--- config.mk ---
export PLATFORM = sky130hd
export DESIGN_NAME = alu_reservation_station
export DESIGN_NICKNAME = d
export VERILOG_FILES = /design/src/rtl/alu_reservation_station.sv
export SDC_FILE = /design/constraint.sdc
export NUM_CORES = 1
export LEC_CHECK = 0
export BUFFER_PORTS_ARGS = -buffer_cell sky130_fd_sc_hd__buf_2
export CAP_MARGIN = 10
export CORE_MARGIN = 1.5
export CORE_UTILIZATION = 50
export DETAILED_ROUTE_END_ITERATION = 10
export PLACE_DENSITY = 0.67
export RECOVER_POWER = 50
export SYNTH_ARGS = -nofsm -noshare
export SYNTH_HDL_FRONTEND = slang
export SYNTH_SLANG_ARGS = --single-unit
--- constraint.sdc ---
create_clock -name clk -period 4.28 [get_ports clk]
set_input_delay 0.214 -clock clk [delete_from_list [all_inputs] [get_ports clk]]
set_output_delay 0.214 -clock clk [all_outputs]
set_load 0.02 [all_outputs]
--- src/rtl/alu_reservation_station.sv ---
// +------------------------------------------------------------------------+
// | alu_reservation_station                                                |
// | Age-ordered compacting reservation station feeding the ALU pipe.       |
// | Optional feature macro: ALU_RS_WAKEUP_BYPASS_EN (same-cycle wakeup).   |
// | Revision: 1.0                                                          |
// +------------------------------------------------------------------------+
`default_nettype none

package alu_rs_pkg;
  typedef struct packed {
    logic       valid;
    logic [6:0] ps1;
    logic [6:0] ps2;
    logic       ps1_ready;
    logic       ps2_ready;
  } rs_data_t;
endpackage

module alu_reservation_station
  import alu_rs_pkg::*;
#(
  parameter int DEPTH  = 8,
  parameter int NUM_WB = 3
) (
  input  logic                         clk,
  input  logic                         reset,
  input  logic                         dispatch_valid,
  input  rs_data_t                     dispatch_data,
  output logic                         dispatch_ready,
  input  logic [NUM_WB-1:0]            wb_valid,
  input  logic [NUM_WB-1:0][6:0]       wb_pd,
  input  logic                         fu_ready,
  input  logic                         flush,
  output logic                         alu_issued,
  output rs_data_t                     alu_rs_data,
  output logic [$clog2(DEPTH):0]       occupancy
);

  localparam int IW = $clog2(DEPTH);
  localparam int OW = IW + 1;

  rs_data_t          entries_q [DEPTH];
  rs_data_t          entries_d [DEPTH];
  logic [OW-1:0]     occ_q;
  logic [OW-1:0]     occ_d;

  logic [DEPTH-1:0]  hit1;
  logic [DEPTH-1:0]  hit2;
  logic              disp_hit1;
  logic              disp_hit2;
  logic [DEPTH-1:0]  sel_rdy1;
  logic [DEPTH-1:0]  sel_rdy2;
  logic [DEPTH-1:0]  elig;
  logic              sel_found;
  logic [IW-1:0]     sel_idx;
  logic              issue;
  logic              disp_fire;
  logic [OW-1:0]     wr_idx;
  rs_data_t          disp_entry;
  rs_data_t          woke [DEPTH+1];
  logic              unused_dispatch_valid_field;

  // Dispatch handshake is carried by dispatch_valid alone.
  assign unused_dispatch_valid_field = dispatch_data.valid;

  // Tag matches of every writeback port against every stored and incoming source.
  always_comb begin
    hit1      = '0;
    hit2      = '0;
    disp_hit1 = 1'b0;
    disp_hit2 = 1'b0;
    for (int k = 0; k < DEPTH; k++) begin
      for (int i = 0; i < NUM_WB; i++) begin
        if (wb_valid[i] && (wb_pd[i] == entries_q[k].ps1)) hit1[k] = 1'b1;
        if (wb_valid[i] && (wb_pd[i] == entries_q[k].ps2)) hit2[k] = 1'b1;
      end
    end
    for (int i = 0; i < NUM_WB; i++) begin
      if (wb_valid[i] && (wb_pd[i] == dispatch_data.ps1)) disp_hit1 = 1'b1;
      if (wb_valid[i] && (wb_pd[i] == dispatch_data.ps2)) disp_hit2 = 1'b1;
    end
  end

  always_comb begin
    sel_rdy1  = '0;
    sel_rdy2  = '0;
    elig      = '0;
    sel_found = 1'b0;
    sel_idx   = '0;
    for (int k = 0; k < DEPTH; k++) begin
`ifdef ALU_RS_WAKEUP_BYPASS_EN
      sel_rdy1[k] = entries_q[k].ps1_ready | hit1[k];
      sel_rdy2[k] = entries_q[k].ps2_ready | hit2[k];
`else
      sel_rdy1[k] = entries_q[k].ps1_ready;
      sel_rdy2[k] = entries_q[k].ps2_ready;
`endif
      elig[k] = entries_q[k].valid & sel_rdy1[k] & sel_rdy2[k];
    end
    // Descending scan so the lowest (oldest) eligible index wins.
    for (int k = DEPTH - 1; k >= 0; k--) begin
      if (elig[k]) begin
        sel_found = 1'b1;
        sel_idx   = IW'(k);
      end
    end
  end

  assign issue          = fu_ready & sel_found;
  assign alu_issued     = issue;
  assign dispatch_ready = (occ_q < OW'(DEPTH));
  assign disp_fire      = dispatch_valid & dispatch_ready;
  assign occupancy      = occ_q;

  always_comb begin
    alu_rs_data = '0;
    if (issue) begin
      alu_rs_data           = entries_q[sel_idx];
      alu_rs_data.ps1_ready = sel_rdy1[sel_idx];
      alu_rs_data.ps2_ready = sel_rdy2[sel_idx];
    end
  end

  always_comb begin
    disp_entry           = '0;
    disp_entry.valid     = 1'b1;
    disp_entry.ps1       = dispatch_data.ps1;
    disp_entry.ps2       = dispatch_data.ps2;
    disp_entry.ps1_ready = dispatch_data.ps1_ready | disp_hit1 | (dispatch_data.ps1 == 7'd0);
    disp_entry.ps2_ready = dispatch_data.ps2_ready | disp_hit2 | (dispatch_data.ps2 == 7'd0);
  end

  always_comb begin
    for (int k = 0; k < DEPTH; k++) begin
      woke[k] = entries_q[k];
      if (entries_q[k].valid) begin
        woke[k].ps1_ready = entries_q[k].ps1_ready | hit1[k];
        woke[k].ps2_ready = entries_q[k].ps2_ready | hit2[k];
      end
    end
    woke[DEPTH] = '0;

    // Entries above the issued slot slide down; the zero sentinel fills the top.
    for (int k = 0; k < DEPTH; k++) begin
      if (issue && (k >= int'(sel_idx))) entries_d[k] = woke[k+1];
      else                               entries_d[k] = woke[k];
    end

    wr_idx = occ_q - OW'(issue);
    if (disp_fire) entries_d[wr_idx[IW-1:0]] = disp_entry;
    occ_d = occ_q + OW'(disp_fire) - OW'(issue);

    if (flush) begin
      for (int k = 0; k < DEPTH; k++) entries_d[k] = '0;
      occ_d = '0;
    end
  end

  always_ff @(posedge clk) begin
    if (reset) begin
      for (int k = 0; k < DEPTH; k++) entries_q[k] <= '0;
      occ_q <= '0;
    end else begin
      for (int k = 0; k < DEPTH; k++) entries_q[k] <= entries_d[k];
      occ_q <= occ_d;
    end
  end

endmodule

`default_nettype wire
==> results.txt, run 1 <==
All-layer global routing usage = 0.346
Maximum clock skew at final layout = 0.0118 ns
Vias in the first global route = 10800
Instance count of the mapped netlist = 1551
Clock tree from TritonCTS = yes
Total count of hold-check failures in the final report = 0
Number of top-level pins = 69
Sequential fraction of the synthesis area = 0.229
Worst slack at placement = 1.04 ns
Total grt overflow = 0
Worst hold-check path type = input pin to register
Crit path launch type = register
Mean area per synthesized cell = 7.89 um2
Detailed placement HPWL = 27800 um
Sink Count = 140
Core ar. = 24200 um2
Critical path peak fanout = 33
Source-to-sink clock delay at the later pin of the worst-skew pair = 0.44 ns
Post-DR wirelength/cell = 25.5 um
Most common cell after layout, fill and taps aside = sky130_fd_sc_hd__xor2_1
Critical path arrival = 4.09 ns
Async S/R FF share, synth = 0
Period minus WS final = 3.74 ns
X dimension of the die = 159 um
First-pass GRT wire length = 66800 um
Timing-limited maximum frequency = 0.268 GHz
Endpoint of the worst setup timing path = entries_q[0][1]
Flip-flop and latch count after synthesis = 140
DRC = 0
Clock Tree Root = sky130_fd_sc_hd__clkbuf_16
Origin of the critical flop-to-flop path = entries_q[2][0]
Initial cell density of the core = 0.506
Smallest setup slack after layout = 0.543 ns
Area of the mapped netlist = 12200 um2
Run status = complete, no violations
CTS clk-pin slew, worst paths = 0.07 ns
Post-DRT Antenna Nets = 0
Die Ht = 159 um
Aggregate negative setup slack = 0 ns
CTS buffer count = 17
Total count of max-transition violations in the final report = 0
Flop2flop setup slack = 0.54 ns
Crit Reg-Reg Endpoint = entries_q[0][1]
Area Growth Syn to Fin = 2.93%
Post-cts resize count = 0
Routed wire length = 44600 um
Most common flop cell mapped by yosys = sky130_fd_sc_hd__dfxtp_1
Number of enable-type register cells in the synthesized netlist = 0
CP startpoint = entries_q[2][0]
Number of cell rows = 57
H-tree level count = 4
Capturing element type of the critical path = register
Die outline area = 25400 um2
Highest-count cells in the layout ignoring fill and taps = sky130_fd_sc_hd__xor2_1, sky130_fd_sc_hd__xnor2_1, sky130_fd_sc_hd__dfxtp_1
Setup repair bufs after CTS = 0
DRT iter0 DRCs = 1497
Share of final-layout standard cells stronger than drive strength 1 = 0.0850
Number of vias in the routed layout = 11500
Net count reported at finish = 1464
Peak supply drop = 0.233 mV
Power density relative to cell area = 267 nW/um2
Diodes inserted = 0
Synth warn = 0
Placer congestion estimate = 0.925
Maximum clock insertion buffer count = 2
Actual transition at the worst max-transition pin = 1.08 ns
Final Setup Violations = 0
Initial antenna violation count = 0
Max-cap viol count = 0
Static leakage = 0.00480 uW
R2R depth = 14
Hold buffers post-CTS = 0
Largest net degree at the start of global routing = 54
Unique masters post-synth = 46
Count of port buffers added during placement = 67
Kind of critical path = register to register
Worst slew margin relative to its limit = 0.279
Net count after synthesis = 1604
Total iterations of the first detailed-routing run = 7
Critical Path RT = 4.64 ns
Vias per cell = 6.60
Unrepaired setup endpoints after global routing = false
Tcrit/Tclk final = 0.873
==> critical path: stages, from the launching register on <==
cell	delay [ns]
sky130_fd_sc_hd__dfxtp_1	0.34
sky130_fd_sc_hd__and3_1	0.25
sky130_fd_sc_hd__nor4b_1	0.54
sky130_fd_sc_hd__nand3_1	0.17
sky130_fd_sc_hd__o21ai_0	0.28
sky130_fd_sc_hd__inv_1	0.20
sky130_fd_sc_hd__ha_1	0.24
sky130_fd_sc_hd__ha_1	0.19
sky130_fd_sc_hd__xor2_1	0.17
sky130_fd_sc_hd__nor2_1	0.10
sky130_fd_sc_hd__nand3_1	0.10
sky130_fd_sc_hd__clkbuf_2	0.57
sky130_fd_sc_hd__nand2_1	0.11
sky130_fd_sc_hd__a221o_1	0.28
sky130_fd_sc_hd__o21ai_0	0.08
==> state kept, by name, indices dropped and copies added, names as in the netlist <==
name       cells
entries_q    136
occupancy      4
==> area by class of cell <==
type / instances / area (um2)
fillers: 2287 / 11600
inverters: 13 / 48.8
multi-input cells: 1153 / 8310
clock inverters: 15 / 154
well taps: 324 / 405
clock buffers: 17 / 425
repair buffers: 86 / 448
flip-flops and latches: 140 / 2800
==> routing by layer <==
metal  share of wire  vias to the layer above  GRT usage
met4           0.049                        0      0.155
met5               0                        -          0
met1            0.40                     5509      0.469
met3            0.13                      173     0.0938
met2            0.42                      827      0.512
li1                -                     5025          -
==> through the flow <==
step | util | total power, uW | hold slack [ns] | cells | cell area (um2)
global route | 0.521 | 3460 | 0.195 | 1748 | 12600
detailed placement | 0.499 | 1860 | 0.499 | 1716 | 12100
global placement | 0.499 | 1850 | 0.487 | 1716 | 12100
finish | 0.521 | 3370 | 0.192 | 1748 | 12600
CTS | 0.523 | 3340 | 0.178 | 1748 | 12600
floorplan | - | 1720 | 0.469 | 1551 | 12200
==> worst min path at each step <==
stage                           startpoint                to  slack (ns)  depth (start not counted)
after detailed placement  entries_q[0][16]  entries_q[0][16]        0.50                          2
after global routing      dispatch_data[4]   entries_q[7][4]        0.19                          3
final                     dispatch_data[4]   entries_q[7][4]        0.19                          3
after floorplan           entries_q[0][16]  entries_q[0][16]        0.47                          2
after CTS                 dispatch_data[4]   entries_q[7][4]        0.18                          3
after global placement    entries_q[0][16]  entries_q[0][16]        0.49                          2
==> cell families (layout without fill, tap and decap cells) <==
kind of cell	count (synthesis)	after routing	share of synthesized area
adder cells (fa/ha/maj)	7	7	0.00777
flip-flops	140	140	0.229
multiplexers	124	124	0.102
AO/OA/AOI/OAI	259	259	0.148
AND/OR/NAND/NOR	381	381	0.148
XOR/XNOR	382	382	0.273
buffers and inverters	258	131	0.0925
==> synthesized netlist by cell type, types with 28 or more instances <==
library cell	n	area [um2]
sky130_fd_sc_hd__o21ai_0	44	220
sky130_fd_sc_hd__a211oi_1	42	315
sky130_fd_sc_hd__a21oi_1	59	295
sky130_fd_sc_hd__nand3_1	44	220
sky130_fd_sc_hd__dfxtp_1	140	2800
sky130_fd_sc_hd__mux2i_1	122	1220
sky130_fd_sc_hd__clkbuf_1	147	552
sky130_fd_sc_hd__nand2_1	80	300
sky130_fd_sc_hd__nand4_1	61	382
sky130_fd_sc_hd__xnor2_1	169	1480
sky130_fd_sc_hd__buf_2	82	410
sky130_fd_sc_hd__nor2_1	134	503
sky130_fd_sc_hd__a311oi_1	28	245
sky130_fd_sc_hd__nor4_1	37	231
sky130_fd_sc_hd__xor2_1	213	1870
==> report_power, final <==
group	switching [uW]	internal [uW]	total (uW)
clock	689	821	1510
sequential	25.5	1310	1340
combinational	349	166	515
total	1060	2300	3370
Power figures use the tool's default switching activity.
==> run 2: changes to the inputs <==
--- a/config.mk
+++ b/config.mk
@@ -9,6 +9,7 @@
 export CAP_MARGIN = 10
 export CORE_MARGIN = 1.5
 export CORE_UTILIZATION = 50
+export CTS_CLUSTER_SIZE = 30
 export DETAILED_ROUTE_END_ITERATION = 10
 export PLACE_DENSITY = 0.67
 export RECOVER_POWER = 50
==> constraint.sdc (replaced) <==
create_clock -name clk -period 4.6 [get_ports clk]
set_input_delay 0.23 -clock clk [delete_from_list [all_inputs] [get_ports clk]]
set_output_delay 0.23 -clock clk [all_outputs]
set_load 0.02 [all_outputs]
==> results.txt, run 2 (synthesis gave the netlist of run 1 again) <==
Proportion of power drawn by the clock network = 0.454 (+0.005)
Core ar. = 24200 um2 (unchanged)
Critical path arrival = 4.39 ns (+0.30 ns)
Run status = finished, violations left
Timing-limited maximum frequency = 0.247 GHz (-7.8%)
Share of final-layout standard cells stronger than drive strength 1 = 0.0810 (-0.00399)
X dimension of the die = 159 um (unchanged)
Vias in the first global route = 10900 (+0.72%)
Actual transition at the worst max-transition pin = 1.59 ns (+0.513 ns)
Number of standard cells in the layout, taps in and fillers out = 1744 (-0.23%)
Post-cts resize count = 0 (unchanged)
Post-DR wirelength/cell = 25.6 um (about the same)
Period minus WS final = 4.05 ns (+0.316 ns)
Critical Path RT = 4.94 ns (+0.30 ns)
First-pass GRT wire length = 66800 um (about the same)
Power density relative to cell area = 251 nW/um2 (-6.1%)
Static leakage = 0.00479 uW (-0.20%)
Critical path peak fanout = 33 (unchanged)
DRT iter0 DRCs = 1251 (-16%)
Max-cap viol count = 3 (+3)
Total grt overflow = 0 (unchanged)
Net count reported at finish = 1460 (-0.27%)
Clock Tree Root = sky130_fd_sc_hd__clkbuf_16
Unrepaired setup endpoints after global routing = false
DRC = 0 (unchanged)
Final Setup Violations = 0 (unchanged)
Worst hold-check path type = input pin to register
Most common cell after layout, fill and taps aside = sky130_fd_sc_hd__xor2_1
Kind of critical path = register to register
Clock tree from TritonCTS = yes
Sink Count = 140 (unchanged)
Worst hold path depth = 4 (+1)
All-layer global routing usage = 0.346 (-0.000375)
Number of vias in the routed layout = 11500 (-0.44%)
Tcrit/Tclk final = 0.881 (+0.00799)
Die outline area = 25400 um2 (unchanged)
Maximum clock skew at final layout = 0.0118 ns (+0.0000203 ns)
CTS buffer count = 17 (unchanged)
Maximum clock insertion buffer count = 2 (unchanged)
R2R depth = 14 (unchanged)
Switch Pwr = 953 uW (-10%)
Total count of max-transition violations in the final report = 101 (+101)
Routed wire length = 44600 um (-0.15%)
Smallest setup slack after layout = 0.547 ns (+0.00389 ns)
Setup repair bufs after CTS = 0 (unchanged)
Int Pwr = 2210 uW (-4.1%)
Vias per cell = 6.58 (-0.21%)
Count of port buffers added during placement = 67 (unchanged)
Worst slack at placement = 0.956 ns (-0.0836 ns)
Share of power burned in combinational logic = 0.152 (about the same)
Worst slew margin relative to its limit = -0.0611 (-0.341)
Number of top-level pins = 69 (unchanged)
Placed cells = 1711 (-0.29%)
Total count of hold-check failures in the final report = 0 (unchanged)
Register name with the most flops = entries_q
Placer congestion estimate = 0.910 (-1.7%)
Source-to-sink clock delay at the later pin of the worst-skew pair = 0.44 ns (about the same)
CTS clk-pin slew, worst paths = 0.07 ns (about the same)
Highest-count cells in the layout ignoring fill and taps = sky130_fd_sc_hd__xor2_1, sky130_fd_sc_hd__xnor2_1, sky130_fd_sc_hd__dfxtp_1
Total iterations of the first detailed-routing run = 6 (-1)
Violations in the final reports = max-capacitance violations, max-slew violations
Die Ht = 159 um (unchanged)
Area Growth Syn to Fin = 2.99% (about the same)
Aggregate negative setup slack = 0 ns (unchanged)
Diodes inserted = 0 (unchanged)
Layout filler cell count = 2288 (+0.044%)
Hold buffers post-CTS = 0 (unchanged)
Part of the power in registers = 0.394 (-0.004)
Detailed placement HPWL = 27700 um (-0.38%)
Peak supply drop = 0.215 mV (-7.8%)
Initial antenna violation count = 0 (unchanged)
Largest net degree at the start of global routing = 51 (-5.6%)
Capturing element type of the critical path = register
Crit path launch type = register
Switching part of the total power = 0.301 (-0.0147)
Number of cell rows = 57 (unchanged)
Initial cell density of the core = 0.506 (unchanged)
Largest register FFs = 136 (unchanged)
H-tree level count = 4 (unchanged)
Post-DRT Antenna Nets = 0 (unchanged)
-- run 2: cell types whose count changed in the layout (fill, tap and decap cells not counted), moves of 2 or more --
cell,change
sky130_fd_sc_hd__clkbuf_1,+3
sky130_fd_sc_hd__clkbuf_2,-7
sky130_fd_sc_hd__clkbuf_8,+2
sky130_fd_sc_hd__clkinv_2,+2
sky130_fd_sc_hd__clkinv_4,-4
sky130_fd_sc_hd__clkinvlp_4,+3
sky130_fd_sc_hd__inv_8,-3
-- run 2: final timing paths --
| check | start | end | slack [ns] |
|---|---|---|---|
| min reg2reg | entries_q[0][16] | entries_q[0][16] | 0.51 |
| max reg2reg | entries_q[0][0] | entries_q[0][1] | 0.55 |
| max | entries_q[0][0] | entries_q[0][1] | 0.55 |
| min | reset | entries_q[6][3] | 0.22 |
-- run 2: power by group through the flow --
| stage | Sequential, uW | Combinational (uW) | Clock (uW) |
|---|---|---|---|
| 5_1_grt | 1250 | 499 | 1480 |
| 3_5_place_dp | 1270 | 459 | 0 |
| 6_report | 1250 | 480 | 1430 |
| 3_3_place_gp | 1270 | 447 | 0 |
| 2_1_floorplan | 1260 | 345 | 0 |
| 4_1_cts | 1250 | 462 | 1430 |
-- run 2: layer usage --
metal	vias to the layer above	share of wire	track usage
met4	0	0.053	0.180
met3	192	0.13	0.0883
li1	5013	-	-
met1	5489	0.40	0.465
met5	-	0	0
met2	789	0.42	0.508
-- run 2: worst max-delay path: stages (launching register included) --
cell and delay [ns]:
sky130_fd_sc_hd__dfxtp_1 0.32, sky130_fd_sc_hd__and3_1 0.24, sky130_fd_sc_hd__nor4b_4 0.35, sky130_fd_sc_hd__nand3_1 0.12
sky130_fd_sc_hd__o21ai_0 0.24, sky130_fd_sc_hd__inv_1 0.19, sky130_fd_sc_hd__ha_1 0.24, sky130_fd_sc_hd__ha_1 0.19
sky130_fd_sc_hd__xor2_1 0.19, sky130_fd_sc_hd__nor2_1 0.10, sky130_fd_sc_hd__nand3_1 0.10, sky130_fd_sc_hd__clkbuf_1 1.15
sky130_fd_sc_hd__nand2_1 0.12, sky130_fd_sc_hd__a221o_1 0.30, sky130_fd_sc_hd__o21ai_0 0.08
-- run 2: stage by stage --
step                       util  instance area (um2)  power, uW  hold WS, ns
after floorplan               -                12200       1600        0.469
after global placement    0.497                12000       1720        0.494
after detailed placement  0.497                12000       1730        0.491
after CTS                 0.522                12600       3130        0.210
after global routing      0.521                12600       3230        0.220
final                     0.521                12600       3160        0.224
-- run 2: final cells by class --
| type | count | area [um2] | area share |
|---|---|---|---|
| Clock inverter | 13 | 139 | 0.0110 |
| Multi-Input combinational cell | 1153 | 8320 | 0.660 |
| Timing Repair Buffer | 82 | 432 | 0.0343 |
| Clock buffer | 19 | 453 | 0.0359 |
| Sequential cell | 140 | 2800 | 0.222 |
| Inverter | 13 | 48.8 | 0.00387 |
| Tap cell | 324 | 405 | 0.0322 |
